==> src/rtl/boot_loader_ctrl_if.sv <==
`default_nettype none
// ============================================================================
// Module   : boot_loader_ctrl_if
// Purpose  : Bundles the UART byte stream, the two memory write ports, the
//            acknowledge byte channel and the boot status lines of the boot
//            loader controller. master = controller side, slave = environment.
// Revision : 1.0  initial release
// ============================================================================
interface boot_loader_ctrl_if #(
  parameter int ADDR_WIDTH = 16
);
  logic                  rx_valid;
  logic [7:0]            rx_data;
  logic                  instr_req;
  logic [ADDR_WIDTH-1:0] instr_addr;
  logic [31:0]           instr_wdata;
  logic                  instr_gnt;
  logic                  data_req;
  logic [ADDR_WIDTH-1:0] data_addr;
  logic [31:0]           data_wdata;
  logic                  data_gnt;
  logic                  tx_valid;
  logic [7:0]            tx_data;
  logic                  tx_ready;
  logic                  fetch_enable;
  logic                  busy;
  logic                  err;

  modport master (
    input  rx_valid, rx_data, instr_gnt, data_gnt, tx_ready,
    output instr_req, instr_addr, instr_wdata,
    output data_req, data_addr, data_wdata,
    output tx_valid, tx_data, fetch_enable, busy, err
  );

  modport slave (
    output rx_valid, rx_data, instr_gnt, data_gnt, tx_ready,
    input  instr_req, instr_addr, instr_wdata,
    input  data_req, data_addr, data_wdata,
    input  tx_valid, tx_data, fetch_enable, busy, err
  );
endinterface
`default_nettype wire

==> src/rtl/boot_loader_ctrl.sv <==
`default_nettype none
// ============================================================================
// Module   : boot_loader_ctrl
// Purpose  : Parses little-endian load/boot commands from the UART byte
//            stream, writes 32-bit words into instruction or data memory via
//            request/grant ports, acknowledges every command with one byte
//            and raises fetch_enable once a boot command is acknowledged.
// Revision : 1.0  initial release
// ============================================================================
module boot_loader_ctrl #(
  parameter int         ADDR_WIDTH = 16,
  parameter logic [7:0] ACK_OK     = 8'hA5,
  parameter logic [7:0] ACK_ERR    = 8'hEE
) (
  input  logic                   clk,
  input  logic                   rst,
  boot_loader_ctrl_if.master     bus
);

  localparam logic [2:0] c_IDLE   = 3'd0;
  localparam logic [2:0] c_ADDR   = 3'd1;
  localparam logic [2:0] c_DATA   = 3'd2;
  localparam logic [2:0] c_CHECK  = 3'd3;
  localparam logic [2:0] c_WRITE  = 3'd4;
  localparam logic [2:0] c_ACK    = 3'd5;
  localparam logic [2:0] c_BOOTED = 3'd6;

  localparam logic [7:0] c_CMD_INSTR = 8'h01;
  localparam logic [7:0] c_CMD_DATA  = 8'h02;
  localparam logic [7:0] c_CMD_BOOT  = 8'h03;

  // First byte address beyond the memory; anything at or above it is rejected.
  localparam logic [63:0] c_ADDR_LIMIT = 64'd1 << (ADDR_WIDTH + 2);

  logic [2:0]  r_state;
  logic [1:0]  r_cnt;
  logic [31:0] r_addr;
  logic [31:0] r_data;
  logic        r_tgt_data;   // 0: instruction memory, 1: data memory
  logic        r_boot;
  logic [7:0]  r_tx_data;
  logic        r_err;

  logic        w_addr_ok;
  logic        w_gnt;
  logic        w_write;
  logic        w_instr_req;
  logic        w_data_req;
  logic        w_tx_valid;
  logic        w_unknown_cmd;
  logic        w_overrun;
  logic        w_set_err;

  assign w_addr_ok   = (r_addr[1:0] == 2'b00) && ({32'd0, r_addr} < c_ADDR_LIMIT);
  assign w_gnt       = r_tgt_data ? bus.data_gnt : bus.instr_gnt;
  assign w_write     = (r_state == c_WRITE);
  assign w_instr_req = w_write && !r_tgt_data;
  assign w_data_req  = w_write &&  r_tgt_data;
  assign w_tx_valid  = (r_state == c_ACK);

  assign w_unknown_cmd = (r_state == c_IDLE) && bus.rx_valid &&
                         (bus.rx_data != c_CMD_INSTR) &&
                         (bus.rx_data != c_CMD_DATA)  &&
                         (bus.rx_data != c_CMD_BOOT);
  // Bytes cannot be buffered while the command is being executed or acked.
  assign w_overrun     = bus.rx_valid &&
                         ((r_state == c_CHECK) || (r_state == c_WRITE) || (r_state == c_ACK));
  assign w_set_err     = w_unknown_cmd || w_overrun || ((r_state == c_CHECK) && !w_addr_ok);

  // Memory ports show the word only while the request is up, zero otherwise.
  assign bus.instr_req    = w_instr_req;
  assign bus.instr_addr   = w_instr_req ? r_addr[ADDR_WIDTH+1:2] : '0;
  assign bus.instr_wdata  = w_instr_req ? r_data : 32'd0;
  assign bus.data_req     = w_data_req;
  assign bus.data_addr    = w_data_req ? r_addr[ADDR_WIDTH+1:2] : '0;
  assign bus.data_wdata   = w_data_req ? r_data : 32'd0;
  assign bus.tx_valid     = w_tx_valid;
  assign bus.tx_data      = w_tx_valid ? r_tx_data : 8'h00;
  assign bus.fetch_enable = (r_state == c_BOOTED);
  assign bus.busy         = (r_state != c_IDLE) && (r_state != c_BOOTED);
  assign bus.err          = r_err;

  // Command FSM together with the little-endian address/data assembly.
  always_ff @(posedge clk) begin
    if (rst) begin
      r_state    <= c_IDLE;
      r_cnt      <= 2'd0;
      r_addr     <= 32'd0;
      r_data     <= 32'd0;
      r_tgt_data <= 1'b0;
      r_boot     <= 1'b0;
      r_tx_data  <= 8'h00;
    end else begin
      case (r_state)
        c_IDLE: begin
          if (bus.rx_valid) begin
            r_cnt <= 2'd0;
            case (bus.rx_data)
              c_CMD_INSTR: begin
                r_tgt_data <= 1'b0;
                r_state    <= c_ADDR;
              end
              c_CMD_DATA: begin
                r_tgt_data <= 1'b1;
                r_state    <= c_ADDR;
              end
              c_CMD_BOOT: begin
                r_boot    <= 1'b1;
                r_tx_data <= ACK_OK;
                r_state   <= c_ACK;
              end
              default: begin
                r_tx_data <= ACK_ERR;
                r_state   <= c_ACK;
              end
            endcase
          end
        end
        c_ADDR: begin
          if (bus.rx_valid) begin
            // Shift in from the top so the first byte ends up as the LSB.
            r_addr <= {bus.rx_data, r_addr[31:8]};
            r_cnt  <= r_cnt + 2'd1;
            if (r_cnt == 2'd3) begin
              r_state <= c_DATA;
            end
          end
        end
        c_DATA: begin
          if (bus.rx_valid) begin
            r_data <= {bus.rx_data, r_data[31:8]};
            r_cnt  <= r_cnt + 2'd1;
            if (r_cnt == 2'd3) begin
              r_state <= c_CHECK;
            end
          end
        end
        c_CHECK: begin
          if (w_addr_ok) begin
            r_state <= c_WRITE;
          end else begin
            r_tx_data <= ACK_ERR;
            r_state   <= c_ACK;
          end
        end
        c_WRITE: begin
          if (w_gnt) begin
            r_tx_data <= ACK_OK;
            r_state   <= c_ACK;
          end
        end
        c_ACK: begin
          if (bus.tx_ready) begin
            r_state <= r_boot ? c_BOOTED : c_IDLE;
          end
        end
        c_BOOTED: begin
          r_state <= c_BOOTED;
        end
        default: begin
          r_state <= c_IDLE;
        end
      endcase
    end
  end

  // Sticky error flag; only reset clears it.
  always_ff @(posedge clk) begin
    if (rst) begin
      r_err <= 1'b0;
    end else if (w_set_err) begin
      r_err <= 1'b1;
    end
  end

endmodule
`default_nettype wire
==> src/flat_wrapper.sv <==
// flat-port wrapper written by rule: the top's interface ports become plain ports
module boot_loader_ctrl_flat 
#(
  parameter int         ADDR_WIDTH = 16,
  parameter logic [7:0] ACK_OK     = 8'hA5,
  parameter logic [7:0] ACK_ERR    = 8'hEE
)
  (clk, rst, bus_rx_valid, bus_rx_data, bus_instr_gnt, bus_data_gnt, bus_tx_ready, bus_instr_req, bus_instr_addr, bus_instr_wdata, bus_data_req, bus_data_addr, bus_data_wdata, bus_tx_valid, bus_tx_data, bus_fetch_enable, bus_busy, bus_err);
  boot_loader_ctrl_if #(.ADDR_WIDTH(ADDR_WIDTH)) bus_i ();
  input  logic clk;
  input  logic rst;
  input wire logic [$bits(bus_i.rx_valid)-1:0] bus_rx_valid;
  input wire logic [$bits(bus_i.rx_data)-1:0] bus_rx_data;
  input wire logic [$bits(bus_i.instr_gnt)-1:0] bus_instr_gnt;
  input wire logic [$bits(bus_i.data_gnt)-1:0] bus_data_gnt;
  input wire logic [$bits(bus_i.tx_ready)-1:0] bus_tx_ready;
  output wire logic [$bits(bus_i.instr_req)-1:0] bus_instr_req;
  output wire logic [$bits(bus_i.instr_addr)-1:0] bus_instr_addr;
  output wire logic [$bits(bus_i.instr_wdata)-1:0] bus_instr_wdata;
  output wire logic [$bits(bus_i.data_req)-1:0] bus_data_req;
  output wire logic [$bits(bus_i.data_addr)-1:0] bus_data_addr;
  output wire logic [$bits(bus_i.data_wdata)-1:0] bus_data_wdata;
  output wire logic [$bits(bus_i.tx_valid)-1:0] bus_tx_valid;
  output wire logic [$bits(bus_i.tx_data)-1:0] bus_tx_data;
  output wire logic [$bits(bus_i.fetch_enable)-1:0] bus_fetch_enable;
  output wire logic [$bits(bus_i.busy)-1:0] bus_busy;
  output wire logic [$bits(bus_i.err)-1:0] bus_err;
  assign bus_i.rx_valid = bus_rx_valid;
  assign bus_i.rx_data = bus_rx_data;
  assign bus_i.instr_gnt = bus_instr_gnt;
  assign bus_i.data_gnt = bus_data_gnt;
  assign bus_i.tx_ready = bus_tx_ready;
  assign bus_instr_req = bus_i.instr_req;
  assign bus_instr_addr = bus_i.instr_addr;
  assign bus_instr_wdata = bus_i.instr_wdata;
  assign bus_data_req = bus_i.data_req;
  assign bus_data_addr = bus_i.data_addr;
  assign bus_data_wdata = bus_i.data_wdata;
  assign bus_tx_valid = bus_i.tx_valid;
  assign bus_tx_data = bus_i.tx_data;
  assign bus_fetch_enable = bus_i.fetch_enable;
  assign bus_busy = bus_i.busy;
  assign bus_err = bus_i.err;
  boot_loader_ctrl #(.ADDR_WIDTH(ADDR_WIDTH), .ACK_OK(ACK_OK), .ACK_ERR(ACK_ERR)) u_core (.clk(clk), .rst(rst), .bus(bus_i));
endmodule
==> config.mk <==
export PLATFORM = sky130hd
export DESIGN_NAME = boot_loader_ctrl_flat
export DESIGN_NICKNAME = d
export VERILOG_FILES = /design/src/rtl/boot_loader_ctrl_if.sv /design/src/rtl/boot_loader_ctrl.sv /design/src/flat_wrapper.sv
export SDC_FILE = /design/constraint.sdc
export NUM_CORES = 1
export LEC_CHECK = 0
export BUFFER_PORTS_ARGS = -buffer_cell sky130_fd_sc_hd__buf_2
export CORE_ASPECT_RATIO = 2
export CORE_MARGIN = 2
export CORE_UTILIZATION = 50
export CTS_BUF_LIST = sky130_fd_sc_hd__clkbuf_16
export DETAILED_ROUTE_END_ITERATION = 16
export PLACE_DENSITY_LB_ADDON = 0.15
export RECOVER_POWER = 50
export SYNTH_ARGS = -nofsm -noshare
export SYNTH_HDL_FRONTEND = slang
export SYNTH_SLANG_ARGS = --single-unit
==> constraint.sdc <==
create_clock -name clk -period 1.8 [get_ports clk]
set_input_delay 0.18 -clock clk [delete_from_list [all_inputs] [get_ports clk]]
set_output_delay 0.18 -clock clk [all_outputs]
set_load 0.01 [all_outputs]
==> metrics.yaml <==
pwr:
  power_leakage_nw: 2.409
  power.switching_w: 0.001719
  power.density_nw_per_um2: 958.2
  power.internal_w: 0.003643
  irDropWorstVdd_mv: 0.9929
  clockPowerShare_pct: 32.2
  seq_power_share_pct: 35.0
  p_comb_share_pct: 32.8
  swShare_pct: 32.06
  total_power_w: 0.005363
routing:
  final_antenna_net_count: 0
  drt_first_iter_violations: 246
  total_number_of_vias: 3999
  drt-wirelength-per-cell_microns: 18.31
  drt_first_pass_iters: 6
  drc: 0
  totalWireLength_microns: 13130
  post_drt_via_cell_ratio: 5.577
global_routing:
  grtUsageMet1_pct: 28.15
  grt_pass1_vias: 3250
  grt_max_degree: 50
  grt_first_pass_wirelength_microns: 16140
  grt_busiest_layer: "met2"
  groute.usage.overall_pct: 25.83
  routing_usage_on_met2_pct: 47.37
  global_route.overflow_total: 0
  antenna_found_initial: 0
  grt_util_met3_pct: 3.957
status:
  violations: "negative setup slack"
  status: "finished, violations left"
clocking:
  number_of_hold_buffers_added_after_cts: 0
  worst_skew_pair.late_latency_ns: 0.34
  clkSlewWorstSetupHoldPaths_ns: 0.06
  clk_root_buf: "clkbuf_16"
  ctsHtreeMaxLevel: 3
  numClockSinks: 75
  cts_buffer_depth: 2
  tritoncts: "done"
  numCtsBuffers: 9
setup_path:
  r2r-end: "u_core.r_tx_data[0]"
  worst-path-max-fanout: 12
  timing_worst_setup_path_type: "flop to output port"
  slowest_stage: "dfxtp_4"
  cp.required_ns: 1.62
  rr_startpoint: "u_core.r_state[0]"
  r2r_slack_ns: 0.01
  worst_setup_path_startpoint: "u_core.r_state[0]"
  cp-end-kind: "output port"
  worstPathArrival_ns: 1.78
  cp_cell_sequence: "buf_6 -> nor2_4 -> and3_4 -> buf_6 -> and2_1 -> buf_2"
  cp-endpoint: "bus_data_wdata[3]"
  timing.critical_path.mode_cell: "buf_6"
  critical_path.max_stage_delay_ns: 0.36
  kind_of_start_point_of_the_critical_path: "flop"
  rr_worst_depth: 8
sta:
  worst_pin_slew_ns: 0.4596
  postLayoutSetupSlackWorst_ns: -0.1584
  maxSlewViolCount: 0
  final-hold-violation-count: 0
  final_critical_path_required_period_ns: 1.958
  final_min_period_over_clock_period_pct: 108.8
  slew_headroom_pct: 68.48
  final-setup-viol-count: 85
  skew_ns: 0.004210
  achievable-frequency_mhz: 510.6
  rsz_0062_raised_after_global_routing: "true"
placement:
  io_buffer_count: 122
  dp_hpwl_microns: 6819
  gpl.final_weighted_congestion: 0.8971
cells_and_area:
  antenna_cells_inserted: 0
  share_of_post_route_cells_with_drive_strength_above_1_pct: 40.00
  finalCoreUtilization_pct: 77.60
  most-common-layout-cells: "135 x nand2_1, 71 x dfxtp_1, 69 x a21oi_1"
  layout_commonest_cell: "nand2_1"
  area_delta_synth_final_pct: 52.19
  layout.nets: 635
logic_synthesis:
  asyncSetResetFlopFracSynth_pct: 0
  synth-edff-count: 0
  postSynthRegisterBits: 75
  syn_inst: 487
  postSynthNetCount: 502
  ys.flop_type: "dfxtp_1"
  yosysWarnings: 0
  synth.cell_area_sq_um: 3677
  postSynthAreaPerCell_sq_um: 7.551
  fraction_of_the_yosys_area_taken_by_sequential_cells_pct: 40.83
  number_of_distinct_library_cells_after_synthesis: 42
floorplan:
  design.die.area_sq_um: 8098
  io-pin-count: 124
  core_region_area_sq_um: 7212
  fp-row-count: 44
  die_width_microns: 64.64
  dieHeight_microns: 125.3
  floorplan.initialDensity_pct: 50.99
min_path:
  holdCritPathClass: "input port to flop"
flow_run:
  cap_violations: 0
synthesized netlist by cell type (all sizes together) (3+ instances only):
cell      n  area, sq um
and2    100        625.6
buf      20        115.1
inv       3        11.26
and3      4        26.28
a221oi    3        32.53
nand2b    6        37.54
a21oi    71        359.1
clkbuf   21        82.57
nor4      6        67.56
nor2     11        48.80
nand2   135        506.7
a31oi     4        25.02
a21o      3        22.52
dfxtp    75         1501
kinds of logic after synthesis:
group,count (synthesis),synth area share (%)
compound gates,93,14.97
xor+xnor,1,0.2382
fa+ha+maj,1,0.3402
buf+inv,44,5.682
flops,75,40.83
mux,1,0.2722
other cells,1,0.1020
simple gates,271,37.56
per-layer routing:
| layer | up-vias | part of all wire [%] |
|---|---|---|
| li1 | 1863 | - |
| met1 | 1922 | 33 |
| met2 | 165 | 57 |
| met3 | 49 | 4.6 |
| met4 | 0 | 6.0 |
| met5 | - | 0 |
area by class of cell:
type | instances | area, sq um
Clock inverter | 7 | 60.06
Inverter | 3 | 11.26
Timing Repair Buffer | 162 | 1529
Clock buffer | 9 | 225.2
Multi-Input combinational cell | 369 | 2142
Fill cell | 519 | 1615
Tap cell | 92 | 115.1
Sequential cell | 75 | 1514
metrics by stage:
| step | hold slack [ns] | setup TNS [ns] | instance area (sq um) | setup slack [ns] | cells |
|---|---|---|---|---|---|
| global placement | 0.4495 | 0 | 4403 | 0.1562 | 676 |
| CTS | 0.1209 | -2.636 | 4918 | -0.08491 | 702 |
| global route | 0.1443 | -8.824 | 5597 | -0.1821 | 717 |
| floorplan | 0.3160 | 0 | 3677 | 0.2355 | 487 |
| finish | 0.1237 | -6.276 | 5597 | -0.1584 | 717 |
| detailed placement | 0.4521 | 0 | 4403 | 0.1017 | 676 |
worst min path at each step:
| stage | start | to | slack (ns) | cells after the start |
|---|---|---|---|---|
| 2_1_floorplan | bus_rx_data[0] | u_core.r_addr[24] | 0.32 | 2 |
| 3_3_place_gp | u_core.r_data[2] | u_core.r_data[2] | 0.45 | 2 |
| 3_5_place_dp | u_core.r_addr[1] | u_core.r_addr[1] | 0.45 | 2 |
| 4_1_cts | bus_rx_data[6] | u_core.r_addr[30] | 0.12 | 3 |
| 5_1_grt | bus_rx_data[5] | u_core.r_addr[29] | 0.14 | 3 |
| 6_report | bus_rx_data[6] | u_core.r_addr[30] | 0.12 | 3 |
sequential cells by signal (all words and copies together), names as in the netlist:
register           count
u_core.r_data         32
u_core.bus.err         1
u_core.r_cnt           2
u_core.r_tx_data       3
u_core.r_tgt_data      1
u_core.r_boot          1
u_core.r_addr         32
u_core.r_state         3
repair_timing:
action                                  in CTS  in global routing
pin swaps                                    2                  8
setup buffers                                8                  6
cloned                                       3                 10
gates resized for setup                     26                112
endpoints found under the setup margin      96                 99
power groups by stage:
stage	Combinational [W]	Sequential (W)	Clock, W
floorplan	0.000840	0.00186	0
detailed placement	0.00115	0.00191	0
finish	0.00176	0.00188	0.00173
global route	0.00188	0.00189	0.00181
CTS	0.00152	0.00186	0.00174
global placement	0.00113	0.00191	0
critical path, delay by kind of cell (launching register included):
kind / cells / cell delay, ns
AND/OR/NAND/NOR: 3 / 0.62
buffers and inverters: 3 / 0.45
flip-flops: 1 / 0.36
Power figures use the tool's default switching activity.
